==> config.mk <==
export PLATFORM = sky130hd
export DESIGN_NAME = spart_rx_flat
export DESIGN_NICKNAME = d
export VERILOG_FILES = /design/src/rtl/spart_pkg.sv /design/src/rtl/spart_rx_if.sv /design/src/rtl/spart_sync2.sv /design/src/rtl/spart_rx.sv /design/src/flat_wrapper.sv
export SDC_FILE = /design/constraint.sdc
export NUM_CORES = 1
export LEC_CHECK = 0
export CAP_MARGIN = 20
export CORE_AREA = 2 2 60 62
export CTS_CLUSTER_SIZE = 40
export DETAILED_ROUTE_END_ITERATION = 6
export DIE_AREA = 0 0 62 64
export HOLD_SLACK_MARGIN = 0.12
export PLACE_DENSITY = 0.74
export SLEW_MARGIN = 25
export SYNTH_ARGS = -nofsm -noshare
export SYNTH_HDL_FRONTEND = slang
export SYNTH_SLANG_ARGS = --single-unit
==> constraint.sdc <==
create_clock -name clk -period 1.8 [get_ports clk]
set_clock_uncertainty 0.15 [all_clocks]
set_input_delay 0.18 -clock clk [delete_from_list [all_inputs] [get_ports clk]]
set_output_delay 0.18 -clock clk [all_outputs]
set_load 0.01 [all_outputs]
==> src/rtl/spart_pkg.sv <==
// ============================================================================
// Module   : spart_pkg
// Purpose  : Shared types, default constants and helpers for the SPART receiver.
// Revision : 1.0 - initial release
// ============================================================================
`default_nettype none

package spart_pkg;

    localparam int SPART_OVERSAMPLE = 16;
    localparam int SPART_DATA_BITS  = 8;

    typedef enum logic [2:0] {
        IDLE  = 3'd0,
        START = 3'd1,
        DATA  = 3'd2,
        STOP  = 3'd3,
        BREAK = 3'd4
    } rx_state_t;

    function automatic logic majority3(input logic a, input logic b, input logic c);
        return (a & b) | (a & c) | (b & c);
    endfunction

endpackage

`default_nettype wire

==> src/rtl/spart_rx_if.sv <==
// ============================================================================
// Module   : spart_rx_if
// Purpose  : CPU-side receive buffer signals between spart_rx and the SPART top.
// Revision : 1.0 - initial release
// ============================================================================
`default_nettype none

interface spart_rx_if
    import spart_pkg::*;
#(
    parameter int DATA_BITS = SPART_DATA_BITS
);
    logic                 rd_strobe;
    logic [DATA_BITS-1:0] data;
    logic                 rda;
    logic                 frame_err;
    logic                 overrun;

    modport master (
        output rd_strobe,
        input  data,
        input  rda,
        input  frame_err,
        input  overrun
    );

    modport slave (
        input  rd_strobe,
        output data,
        output rda,
        output frame_err,
        output overrun
    );
endinterface

`default_nettype wire

==> src/rtl/spart_sync2.sv <==
// ============================================================================
// Module   : spart_sync2
// Purpose  : Two-flop synchroniser with a parameterised reset value.
// Revision : 1.0 - initial release
// ============================================================================
`default_nettype none

module spart_sync2 #(
    parameter logic RESET_VAL = 1'b0
) (
    input  wire logic clk,
    input  wire logic rst,
    input  wire logic d,
    output logic      q
);
    logic [1:0] r_sync;

    always_ff @(posedge clk or negedge rst) begin
        if (!rst) begin
            r_sync <= {2{RESET_VAL}};
        end else begin
            r_sync <= {r_sync[0], d};
        end
    end

    assign q = r_sync[1];
endmodule

`default_nettype wire

==> src/rtl/spart_rx.sv <==
// ============================================================================
// Module   : spart_rx
// Purpose  : SPART receiver, 8N1 deserialiser on a 16x oversample tick.
//            Optional SPART_RX_MAJORITY_EN: 2-of-3 majority at every sample point.
// Revision : 1.0 - initial release
// ============================================================================
`default_nettype none

module spart_rx
    import spart_pkg::*;
#(
    parameter int DATA_BITS  = SPART_DATA_BITS,
    parameter int OVERSAMPLE = SPART_OVERSAMPLE,
    parameter int MID        = OVERSAMPLE / 2
) (
    input  wire logic   clk,
    input  wire logic   rst,
    input  wire logic   r_enable,
    input  wire logic   rxd,
    spart_rx_if.slave   bus
);
    localparam int TW = $clog2(OVERSAMPLE);
    localparam int BW = $clog2(DATA_BITS + 1);

    localparam logic [TW-1:0] c_tick_last = TW'(OVERSAMPLE - 1);
    localparam logic [BW-1:0] c_bits_last = BW'(DATA_BITS - 1);
`ifdef SPART_RX_MAJORITY_EN
    // Decision one tick later so the three-sample window straddles the midpoint.
    localparam logic [TW-1:0] c_start_last = TW'(MID);
`else
    localparam logic [TW-1:0] c_start_last = TW'(MID - 1);
`endif

    logic                 w_rxs;
    logic                 w_sample;
    rx_state_t            r_state, w_state_next;
    logic [TW-1:0]        r_tick, w_tick_next;
    logic [BW-1:0]        r_bit, w_bit_next;
    logic [DATA_BITS-1:0] r_shift, w_shift_next;
    logic [DATA_BITS-1:0] r_data;
    logic                 r_rda, r_ferr, r_ovr;
    logic                 w_commit, w_ferr_set;

    spart_sync2 #(.RESET_VAL(1'b1)) u_sync_rxd (
        .clk (clk),
        .rst (rst),
        .d   (rxd),
        .q   (w_rxs)
    );

`ifdef SPART_RX_MAJORITY_EN
    logic [1:0] r_hist;

    always_ff @(posedge clk or negedge rst) begin
        if (!rst) begin
            r_hist <= 2'b11;
        end else if (r_enable) begin
            r_hist <= {r_hist[0], w_rxs};
        end
    end

    assign w_sample = majority3(r_hist[1], r_hist[0], w_rxs);
`else
    assign w_sample = w_rxs;
`endif

    always_comb begin
        w_state_next = r_state;
        w_tick_next  = r_tick;
        w_bit_next   = r_bit;
        w_shift_next = r_shift;
        w_commit     = 1'b0;
        w_ferr_set   = 1'b0;
        if (r_enable) begin
            case (r_state)
                IDLE: begin
                    if (!w_rxs) begin
                        w_state_next = START;
                        w_tick_next  = '0;
                    end
                end
                START: begin
                    if (r_tick == c_start_last) begin
                        if (w_sample) begin
                            w_state_next = IDLE;
                        end else begin
                            w_state_next = DATA;
                            w_tick_next  = '0;
                            w_bit_next   = '0;
                        end
                    end else begin
                        w_tick_next = r_tick + TW'(1);
                    end
                end
                DATA: begin
                    if (r_tick == c_tick_last) begin
                        w_tick_next  = '0;
                        w_shift_next = {w_sample, r_shift[DATA_BITS-1:1]};
                        w_bit_next   = r_bit + BW'(1);
                        if (r_bit == c_bits_last) begin
                            w_state_next = STOP;
                        end
                    end else begin
                        w_tick_next = r_tick + TW'(1);
                    end
                end
                STOP: begin
                    if (r_tick == c_tick_last) begin
                        w_tick_next = '0;
                        if (w_sample) begin
                            w_commit     = 1'b1;
                            w_state_next = IDLE;
                        end else begin
                            w_ferr_set   = 1'b1;
                            w_state_next = BREAK;
                        end
                    end else begin
                        w_tick_next = r_tick + TW'(1);
                    end
                end
                BREAK: begin
                    // Hold here until the line recovers so a stuck-low line cannot re-trigger.
                    if (w_rxs) begin
                        w_state_next = IDLE;
                    end
                end
                default: w_state_next = IDLE;
            endcase
        end
    end

    always_ff @(posedge clk or negedge rst) begin
        if (!rst) begin
            r_state <= IDLE;
            r_tick  <= '0;
            r_bit   <= '0;
            r_shift <= '0;
            r_data  <= '0;
            r_rda   <= 1'b0;
            r_ferr  <= 1'b0;
            r_ovr   <= 1'b0;
        end else begin
            r_state <= w_state_next;
            r_tick  <= w_tick_next;
            r_bit   <= w_bit_next;
            r_shift <= w_shift_next;
            if (w_commit) begin
                r_data <= r_shift;
            end
            // A read on the commit clock consumes the old byte, so no overrun.
            r_rda  <= w_commit | (r_rda & ~bus.rd_strobe);
            r_ferr <= w_ferr_set | (r_ferr & ~bus.rd_strobe);
            r_ovr  <= (w_commit & r_rda & ~bus.rd_strobe) | (r_ovr & ~bus.rd_strobe);
        end
    end

    assign bus.data      = r_data;
    assign bus.rda       = r_rda;
    assign bus.frame_err = r_ferr;
    assign bus.overrun   = r_ovr;
endmodule

`default_nettype wire

==> src/flat_wrapper.sv <==
// flat-port wrapper written by rule: the top's interface ports become plain ports
module spart_rx_flat import spart_pkg::*;
#(
    parameter int DATA_BITS  = SPART_DATA_BITS,
    parameter int OVERSAMPLE = SPART_OVERSAMPLE,
    parameter int MID        = OVERSAMPLE / 2
)
  (clk, rst, r_enable, rxd, bus_rd_strobe, bus_data, bus_rda, bus_frame_err, bus_overrun);
  spart_rx_if #(.DATA_BITS(DATA_BITS)) bus_i ();
  input  wire logic clk;
  input  wire logic rst;
  input  wire logic r_enable;
  input  wire logic rxd;
  input wire logic [$bits(bus_i.rd_strobe)-1:0] bus_rd_strobe;
  output wire logic [$bits(bus_i.data)-1:0] bus_data;
  output wire logic [$bits(bus_i.rda)-1:0] bus_rda;
  output wire logic [$bits(bus_i.frame_err)-1:0] bus_frame_err;
  output wire logic [$bits(bus_i.overrun)-1:0] bus_overrun;
  assign bus_i.rd_strobe = bus_rd_strobe;
  assign bus_data = bus_i.data;
  assign bus_rda = bus_i.rda;
  assign bus_frame_err = bus_i.frame_err;
  assign bus_overrun = bus_i.overrun;
  spart_rx #(.DATA_BITS(DATA_BITS), .OVERSAMPLE(OVERSAMPLE), .MID(MID)) u_core (.clk(clk), .rst(rst), .r_enable(r_enable), .rxd(rxd), .bus(bus_i));
endmodule
# == Word level (Yosys, flattened, before mapping) ==
# Index checks and enable logic that the tools add are counted.
# W data, S select, Z words.
# classes
n_eq_ne,14
n_bitwise,9
muxes,25
addsub,2
n_reduce_logical,8
# ops
op,count
$mux W4,6
$mux W3,7
$pmux W3 S5,1
$pmux W4 S3,1
$add A4 B1 Y4 const B,2
$eq A4 B3 Y1 const B,2
$mux W1,8
$ne A2 B1 Y1 const B,4
$pmux W4 S2,1
$reduce_and A7 Y1,1
$eq A3 B2 Y1 const B,2
$ne A2 B2 Y1 const B,3
$and A1 B1 Y1,5
$reduce_and A5 Y1,1
$eq A4 B4 Y1 const B,1
$eq A3 B1 Y1 const B,1
$eq A3 B3 Y1 const B,1
$logic_not A3 Y1,1
$or A1 B1 Y1,3
$reduce_and A3 Y1,1
$reduce_bool A3 Y1,1
$mux W2,1
$reduce_and A2 Y1,1
$reduce_bool A2 Y1,1
2 further kinds,2
# totals
out_inout_bits,11
elab_cells,67
ff_bits,32
inputBits,5

# == Logic depth before layout (Yosys ltp) ==
# Gate-level depths: netlist of run 1.
# depth
ltp_word,7
mapped_depth,7
depth_no_buf,5

# == Hierarchy ==
# A second synthesis of run 1 with hierarchy kept.
# hier_totals
hier_cells,125
hier_area_um2,1556.5
# modules_own_cells
mod,cells_per_inst,area_each_um2,instances
spart_rx,123,1503.9,1
spart_sync2,2,52.6,1

# == Least setup slack after synthesis of run 1 ==
# OpenSTA, ideal clock, no wires.
# synth_path
path_kind,register to register
startpoint,reg u_core.r_tick[0]
endpoint,"reg u_core.r_data[0], in the netlist u_core.bus.data[0]"
setup_time_ps,125
path_buffers,2
t_arrival_ps,1514
synth_period_minus_slack_ps,1790
required_time_ps,1525
path_slack_ps,10
stages_incl_launch_ff,7
path_cell_list,dfrtp_1 > ha_1 > and3_1 > buf_4 > and3_1 > buf_6 > mux2_4
# synth_between
elab_chain_len,4
# synth_lines
element,line,rtl
start: declaration,spart_rx.sv:37,"logic [TW-1:0] r_tick, w_tick_next;"
start signal: assignment,spart_rx.sv:144,r_tick <= w_tick_next;
$eq A4 B4 Y1,spart_rx.sv:108,if (r_tick == c_tick_last) begin
$mux W1,spart_rx.sv:108,
$mux W1,spart_rx.sv:75,case (r_state)
$mux W1,spart_rx.sv:74,if (r_enable) begin
end signal: assignment,spart_rx.sv:148,r_data <= r_shift;
end: declaration,spart_rx.sv:40,logic [DATA_BITS-1:0] r_data;
# No other way between the ends.
# A chain may end at the register's enable or synchronous reset.

# == Worst setup path in the final report of run 1 ==
# layout_path
startpoint,reg u_core.r_bit[1]
endpoint,reg u_core.r_state[0]
# layout_between
elab_chain_len,3
# layout_lines
element,line,rtl
start: declaration,spart_rx.sv:38,"logic [BW-1:0] r_bit, w_bit_next;"
start signal: assignment,spart_rx.sv:145,r_bit <= w_bit_next;
$eq A4 B3 Y1,spart_rx.sv:100,if (r_bit == c_bits_last) begin
$ne A2 B1 Y1 (no source line),-,
$reduce_and A7 Y1 (no source line),-,
end signal: assignment,spart_rx.sv:143,r_state <= w_state_next;
end: declaration,spart_rx.sv:36,"rx_state_t r_state, w_state_next;"
# No other way between the ends.

==> flow_summary.json, run 1 <==
{
  "fin_ws_ns": -0.0256,
  "vias": 1054,
  "ff2ff_path_depth": 5,
  "grt_pass1_vias": 1121,
  "arrival_ns": 1.91,
  "finalWirelength_um": 3260,
  "finalCritPeriodShare": 1.01,
  "synth_top_area_cell": "dfrtp_1",
  "regToRegSetupSlack_ns": -0.03,
  "fp.dieH_um": 64,
  "nets": 166,
  "core_um2": 3280,
  "n_fill_cell": 256,
  "path_clk_slew_ns": 0.10,
  "hpwlAfterDp_um": 2180,
  "grt_pass1_wl_um": 5570,
  "hold_slack_ns": 0.211,
  "muxShareOfSynthArea": 0.182,
  "port_buffers": 15,
  "synth_top_area_share": 0.463,
  "busiest_layer": "met2",
  "critPathTopFamily": "flip-flops",
  "crit_required_ns": 1.88,
  "synthCells": 117,
  "syn_area_um2": 1620,
  "path_max_fanout": 3,
  "seq_area_frac_synth": 0.495,
  "cellLeakagePower_nw": 0.987,
  "drc": 0,
  "synth_fa_ha_area_frac": 0.0154,
  "min_path_type": "flip-flop to flip-flop",
  "timing.fmax_mhz": 548,
  "synth.ff_latch_count": 32,
  "grt_use_total": 0.194,
  "synthArstFlopShare": 1.00,
  "hold_path_depth": 0,
  "clockBufferDepth": 2,
  "min_to": "u_core.u_sync_rxd.r_sync[1]$_DFF_PN1_",
  "clock_sinks": 32,
  "multi_input_area_um2": 791,
  "worst_slew_pin_slew_ns": 0.401,
  "relSlewSlack": 0.732,
  "ys_warn_count": 0,
  "synth_cell_types": 40,
  "gp_congestion": 0.874,
  "ir_drop_mv": 0.661,
  "setup_tns_ns": -0.138,
  "synth_top_family_by_area": "multiplexers",
  "power_density_nw_per_um2": 1140,
  "synth.top_cells.by_area": "dfrtp_1, mux2_4, dfstp_2, buf_6, nand3b_1",
  "start_util": 0.494,
  "synthSimpleGateAreaFrac": 0.129,
  "cp_slowest_stage_delay_ns": 0.39,
  "status": "finished with violations",
  "synth_edf_count": 0,
  "crit_type": "flip-flop to flip-flop",
  "first_iter_violations": 68,
  "tritoncts": "yes",
  "antennaDiodeCount": 0,
  "dr.pass1.iters": 4,
  "worst_r2r_startpoint": "u_core.r_bit[1]$_DFFE_PN0P_",
  "synth_compound_area_frac": 0.116,
  "startpoint_type": "flip-flop",
  "critPathSlowestCell": "dfrtp_1",
  "syn_area_per_cell_um2": 13.9,
  "synth-xor-area-share": 0.0108,
  "pin_count": 16,
  "die_w_um": 62,
  "violations": "negative setup slack",
  "drv_cap": 0,
  "hold_violations": 0,
  "drt-vias-per-instance": 5.12,
  "fp.dieArea_um2": 3970,
  "area_delta_synth_final_pct": 31.2,
  "grtUsageMet1": 0.265,
  "final_antenna_net_count": 0,
  "fin_crit_ns": 1.83,
  "critPathCaptureType": "flip-flop",
  "path_cells": "ha_2, nand3b_1, a22o_1, nor3_4, mux2_4",
  "synth_fp_nets": 124,
  "reg2reg_to": "u_core.r_state[0]$_DFFE_PN0P_",
  "startpoint": "u_core.r_bit[1]$_DFFE_PN0P_",
  "grtUsageMet2": 0.292,
  "setup_viol": 11,
  "antenna_found_initial": 0,
  "wire_per_inst_um": 15.8,
  "final_cell_mix": "dfrtp_1, buf_4, mux2_4, clkdlybuf4s50_1",
  "final_common_cell": "dfrtp_1",
  "row_count": 21,
  "grt_overflow": 0,
  "grt_max_degree": 33,
  "cts_inserted_buffers": 5,
  "rsz0062_at_grt": "true",
  "seq_area_um2": 805,
  "root_buffer": "clkbuf_4",
  "insertion_delay_ns": 0.34,
  "grt_use_met3": 0.0486,
  "slew_viol_final": 0,
  "htree_levels": 2,
  "path_buf_inv": 0,
  "synthFlopType": "dfrtp_1",
  "hold_start": "u_core.u_sync_rxd.r_sync[0]$_DFF_PN1_",
  "drive_gt1_frac": 0.450
}
[metrics by stage]
stage	worst slack [ns]	area, um2	instances	power, W	util
2_1_floorplan	0.0105	1620	117	0.00151	-
3_3_place_gp	-0.0827	1920	189	0.00170	0.585
3_5_place_dp	-0.124	1920	189	0.00174	0.585
4_1_cts	-0.0442	2040	201	0.00235	0.621
5_1_grt	-0.0886	2130	206	0.00258	0.648
6_report	-0.0256	2130	206	0.00242	0.648
[worst max-delay path by stage]
| stage | endpoint | slack [ns] | depth (start not counted) |
|---|---|---|---|
| final | u_core.r_state[0]$_DFFE_PN0P_ | -0.03 | 5 |
| after global routing | u_core.r_state[2]$_DFFE_PN0P_ | -0.09 | 5 |
| after detailed placement | u_core.r_bit[0]$_DFFE_PN0P_ | -0.12 | 5 |
| after CTS | u_core.r_state[0]$_DFFE_PN0P_ | -0.04 | 6 |
| after floorplan | u_core.bus.data[0]$_DFFE_PN0P_ | 0.01 | 6 |
| after global placement | u_core.r_bit[0]$_DFFE_PN0P_ | -0.08 | 5 |
[sequential cells by signal (all words and copies together), names as in the netlist]
register,count
u_core.r_tick,4
u_core.u_sync_rxd.r_sync,2
u_core.bus.overrun,1
u_core.bus.data,8
u_core.bus.rda,1
u_core.r_shift,8
u_core.bus.frame_err,1
u_core.r_bit,4
u_core.r_state,3
[per-layer routing]
layer	vias up	part of all wire	routed length, um
li1	509	-	-
met2	16	0.51	1660
met5	-	0	0
met3	6	0.028	90
met4	0	0.017	54
met1	523	0.45	1460
[cell usage after synthesis, types with 2 or more instances]
library cell and n:
nand2_1 2, nor2_1 5, a21oi_1 5, buf_4 3
mux2_4 19, nand3b_1 4, o2bb2ai_1 2, dfstp_2 2
nor3b_2 2, buf_6 3, inv_1 4, nand3_1 2
a22o_1 3, and3_1 3, dfrtp_1 30, ha_1 2
a21o_1 3
[worst register-to-register path, delay by kind of cell (launching register included)]
kind,cells,cell delay (ns)
DFF,1,0.39
AOI/OAI and AO/OA,1,0.26
and+or+nand+nor,2,0.39
adders and majority gates,1,0.21
muxes,1,0.32
[cell families after synthesis]
kind of cell / after synthesis
xor gates and xnor gates: 2
AOI/OAI and AO/OA: 23
adders and majority gates: 2
DFF: 32
buffers and inverters: 11
and+or+nand+nor: 27
muxes: 20
[timing repair]
action,4_1_cts,5_1_grt
pin swaps,3,8
setup buffers,3,5
endpoints found under the hold margin,31,0
gates resized for setup,6,11
hold buffers,2,0
endpoints found under the setup margin,20,17
[cell type report]
class,instances,area share
repair buffers,42,0.181
multi-input cells,74,0.371
clock inverters,2,0.0165
inverters,4,0.00705
well taps,46,0.0270
clock buffers,6,0.0194
flip-flops and latches,32,0.378
[power by group]
part / switching, W / internal (W)
Sequential: 0.0000746 / 0.000799
Combinational: 0.000452 / 0.000551
Clock: 0.000256 / 0.000291
Total: 0.000782 / 0.00164
Power figures use the tool's default switching activity.
==> run 2, diff against run 1 <==
CORE_AREA = 2 2 67 53   (was 2 2 60 62)
CTS_BUF_LIST = sky130_fd_sc_hd__clkbuf_8   (was not set)
DIE_AREA = 0 0 69 55   (was 0 0 62 64)
PLACE_DENSITY = 0.78   (was 0.74)
==> run 2 against run 1 <==
Against the previous run:
- the flow now finishes without violations
- sequential share of layout area is 1.0 points higher
- core utilization is 1.0 points higher
- final area is 2.5% lower
- count of clock-buffer cells in the layout is 1 lower
- sequential cell count stayed put
- first-iteration DRC count is 54% lower
- clock power is 7.3% lower
- via count is 0.38% higher
- worst hold slack worse by 0.057 ns
- fmax is 2.4% higher
- register-to-register slack better by 0.04 ns
- critical path type unchanged
- largest power group unchanged
==> flow_summary.json, run 2 (synthesis results as in run 1) <==
{
  "fp.dieH_um": 55,
  "insertion_delay_ns": 0.27,
  "fin_cells": 198,
  "setup_viol": 0,
  "start_util": 0.515,
  "grtUsageMet2": 0.306,
  "nets": 164,
  "relSlewSlack": 0.730,
  "drive_gt1_frac": 0.430,
  "grt_pass1_wl_um": 4910,
  "status": "completed",
  "path_clk_slew_ns": 0.07,
  "port_buffers": 15,
  "grt_max_degree": 33,
  "n_fill_cell": 232,
  "worst_slew_pin_slew_ns": 0.405,
  "arrival_ns": 1.79,
  "antenna_found_initial": 0,
  "pin_count": 16,
  "final_common_cell": "dfrtp_1",
  "crit_type": "flip-flop to flip-flop",
  "startpoint_type": "flip-flop",
  "power_density_nw_per_um2": 1150,
  "min_path_type": "primary input to asynchronous set/reset pin",
  "gp_congestion": 0.864,
  "timing.fmax_mhz": 561,
  "ff2ff_path_depth": 6,
  "fin_util": 0.659,
  "core_um2": 3150,
  "antennaDiodeCount": 0,
  "clock_sinks": 32,
  "grt_overflow": 0,
  "finalCritPeriodShare": 0.991,
  "drt-vias-per-instance": 5.34,
  "grt_use_met3": 0.0417,
  "htree_levels": 2,
  "wire_per_inst_um": 16.3,
  "hold_slack_ns": 0.154,
  "hpwlAfterDp_um": 2320,
  "vias": 1058,
  "critPathCaptureType": "flip-flop",
  "row_count": 18,
  "clockBufferDepth": 2,
  "first_iter_violations": 31,
  "cellLeakagePower_nw": 0.980,
  "finalWirelength_um": 3220,
  "root_buffer": "clkbuf_8",
  "ir_drop_mv": 0.720,
  "final_cell_mix": "dfrtp_1, buf_4, mux2_4, clkdlybuf4s50_1, inv_1",
  "tritoncts": "yes",
  "grtUsageMet1": 0.210,
  "crit_required_ns": 1.81,
  "slew_viol_final": 0,
  "fp.dieArea_um2": 3800,
  "grt_use_total": 0.172,
  "cts_inserted_buffers": 5,
  "hold_violations": 0,
  "grt_pass1_vias": 1078,
  "path_max_fanout": 4,
  "setup_tns_ns": 0,
  "drc": 0,
  "rsz0062_at_grt": "true",
  "drv_cap": 0,
  "post-place-cells": 186,
  "die_w_um": 69,
  "final_antenna_net_count": 0,
  "area_delta_synth_final_pct": 28.0,
  "dr.pass1.iters": 4,
  "busiest_layer": "met2",
  "fin_crit_ns": 1.78
}
run 2: cell types whose count changed in the layout (fill, tap and decap cells not counted), sizes merged:
cell / before / now
dlygate4sd3: 2 / 0
inv: 4 / 6
bufinv: 1 / 0
clkbuf: 6 / 5
run 2: where the power goes:
| group | internal (W) | total [W] | switching, W | leakage, nW |
|---|---|---|---|---|
| Combinational | 0.000550 | 0.000985 | 0.000436 | 0.502 |
| Sequential | 0.000803 | 0.000891 | 0.0000882 | 0.427 |
| Clock | 0.000260 | 0.000507 | 0.000247 | 0.0505 |
run 2: final timing paths:
kind	to	startpoint	slack (ns)
max	u_core.r_state[0]$_DFFE_PN0P_	u_core.r_tick[0]$_DFFE_PN0P_	0.02
min	u_core.bus.data[7]$_DFFE_PN0P_	rst	0.15
max reg2reg	u_core.r_state[0]$_DFFE_PN0P_	u_core.r_tick[0]$_DFFE_PN0P_	0.02
min reg2reg	u_core.u_sync_rxd.r_sync[1]$_DFF_PN1_	u_core.u_sync_rxd.r_sync[0]$_DFF_PN1_	0.22
max in group asynchronous	u_core.u_sync_rxd.r_sync[1]$_DFF_PN1_	rst	1.02
min in group clk	u_core.u_sync_rxd.r_sync[0]$_DFF_PN1_	rxd	0.17
run 2: cell type report:
| type | instances | area, um2 | area share |
|---|---|---|---|
| flip-flops and latches | 32 | 806 | 0.388 |
| repair buffers | 40 | 362 | 0.174 |
| well taps | 40 | 50.0 | 0.0241 |
| inverters | 4 | 15.0 | 0.00723 |
| clock inverters | 3 | 12.5 | 0.00602 |
| clock buffers | 5 | 68.8 | 0.0331 |
| multi-input cells | 74 | 763 | 0.367 |
run 2: routing by layer:
| layer | up-vias | share of wire |
|---|---|---|
| li1 | 506 | - |
| met1 | 536 | 0.47 |
| met2 | 12 | 0.50 |
| met3 | 4 | 0.024 |
| met4 | 0 | 0.011 |
| met5 | - | 0 |
run 2: repair_timing:
action	CTS	global route
gates resized for setup	6	5
setup endpoints to repair	13	10
pin swaps	3	6
hold buffers	0	0
buffers inserted	3	3
run 2: through the flow:
step / cell area (um2) / setup WS (ns) / power (W)
2_1_floorplan: 1620 / 0.0105 / 0.00151
3_3_place_gp: 1920 / -0.0704 / 0.00172
3_5_place_dp: 1920 / -0.139 / 0.00176
4_1_cts: 2030 / -0.00209 / 0.00231
5_1_grt: 2080 / -0.0507 / 0.00251
6_report: 2080 / 0.0169 / 0.00238
run 2: worst max-delay path, stage by stage, from the launching register on:
cell and delay [ns]:
dfrtp_1 0.40, ha_4 0.16, and3_4 0.21, buf_6 0.11
o2bb2ai_4 0.07, nor3_4 0.25, mux2_4 0.32
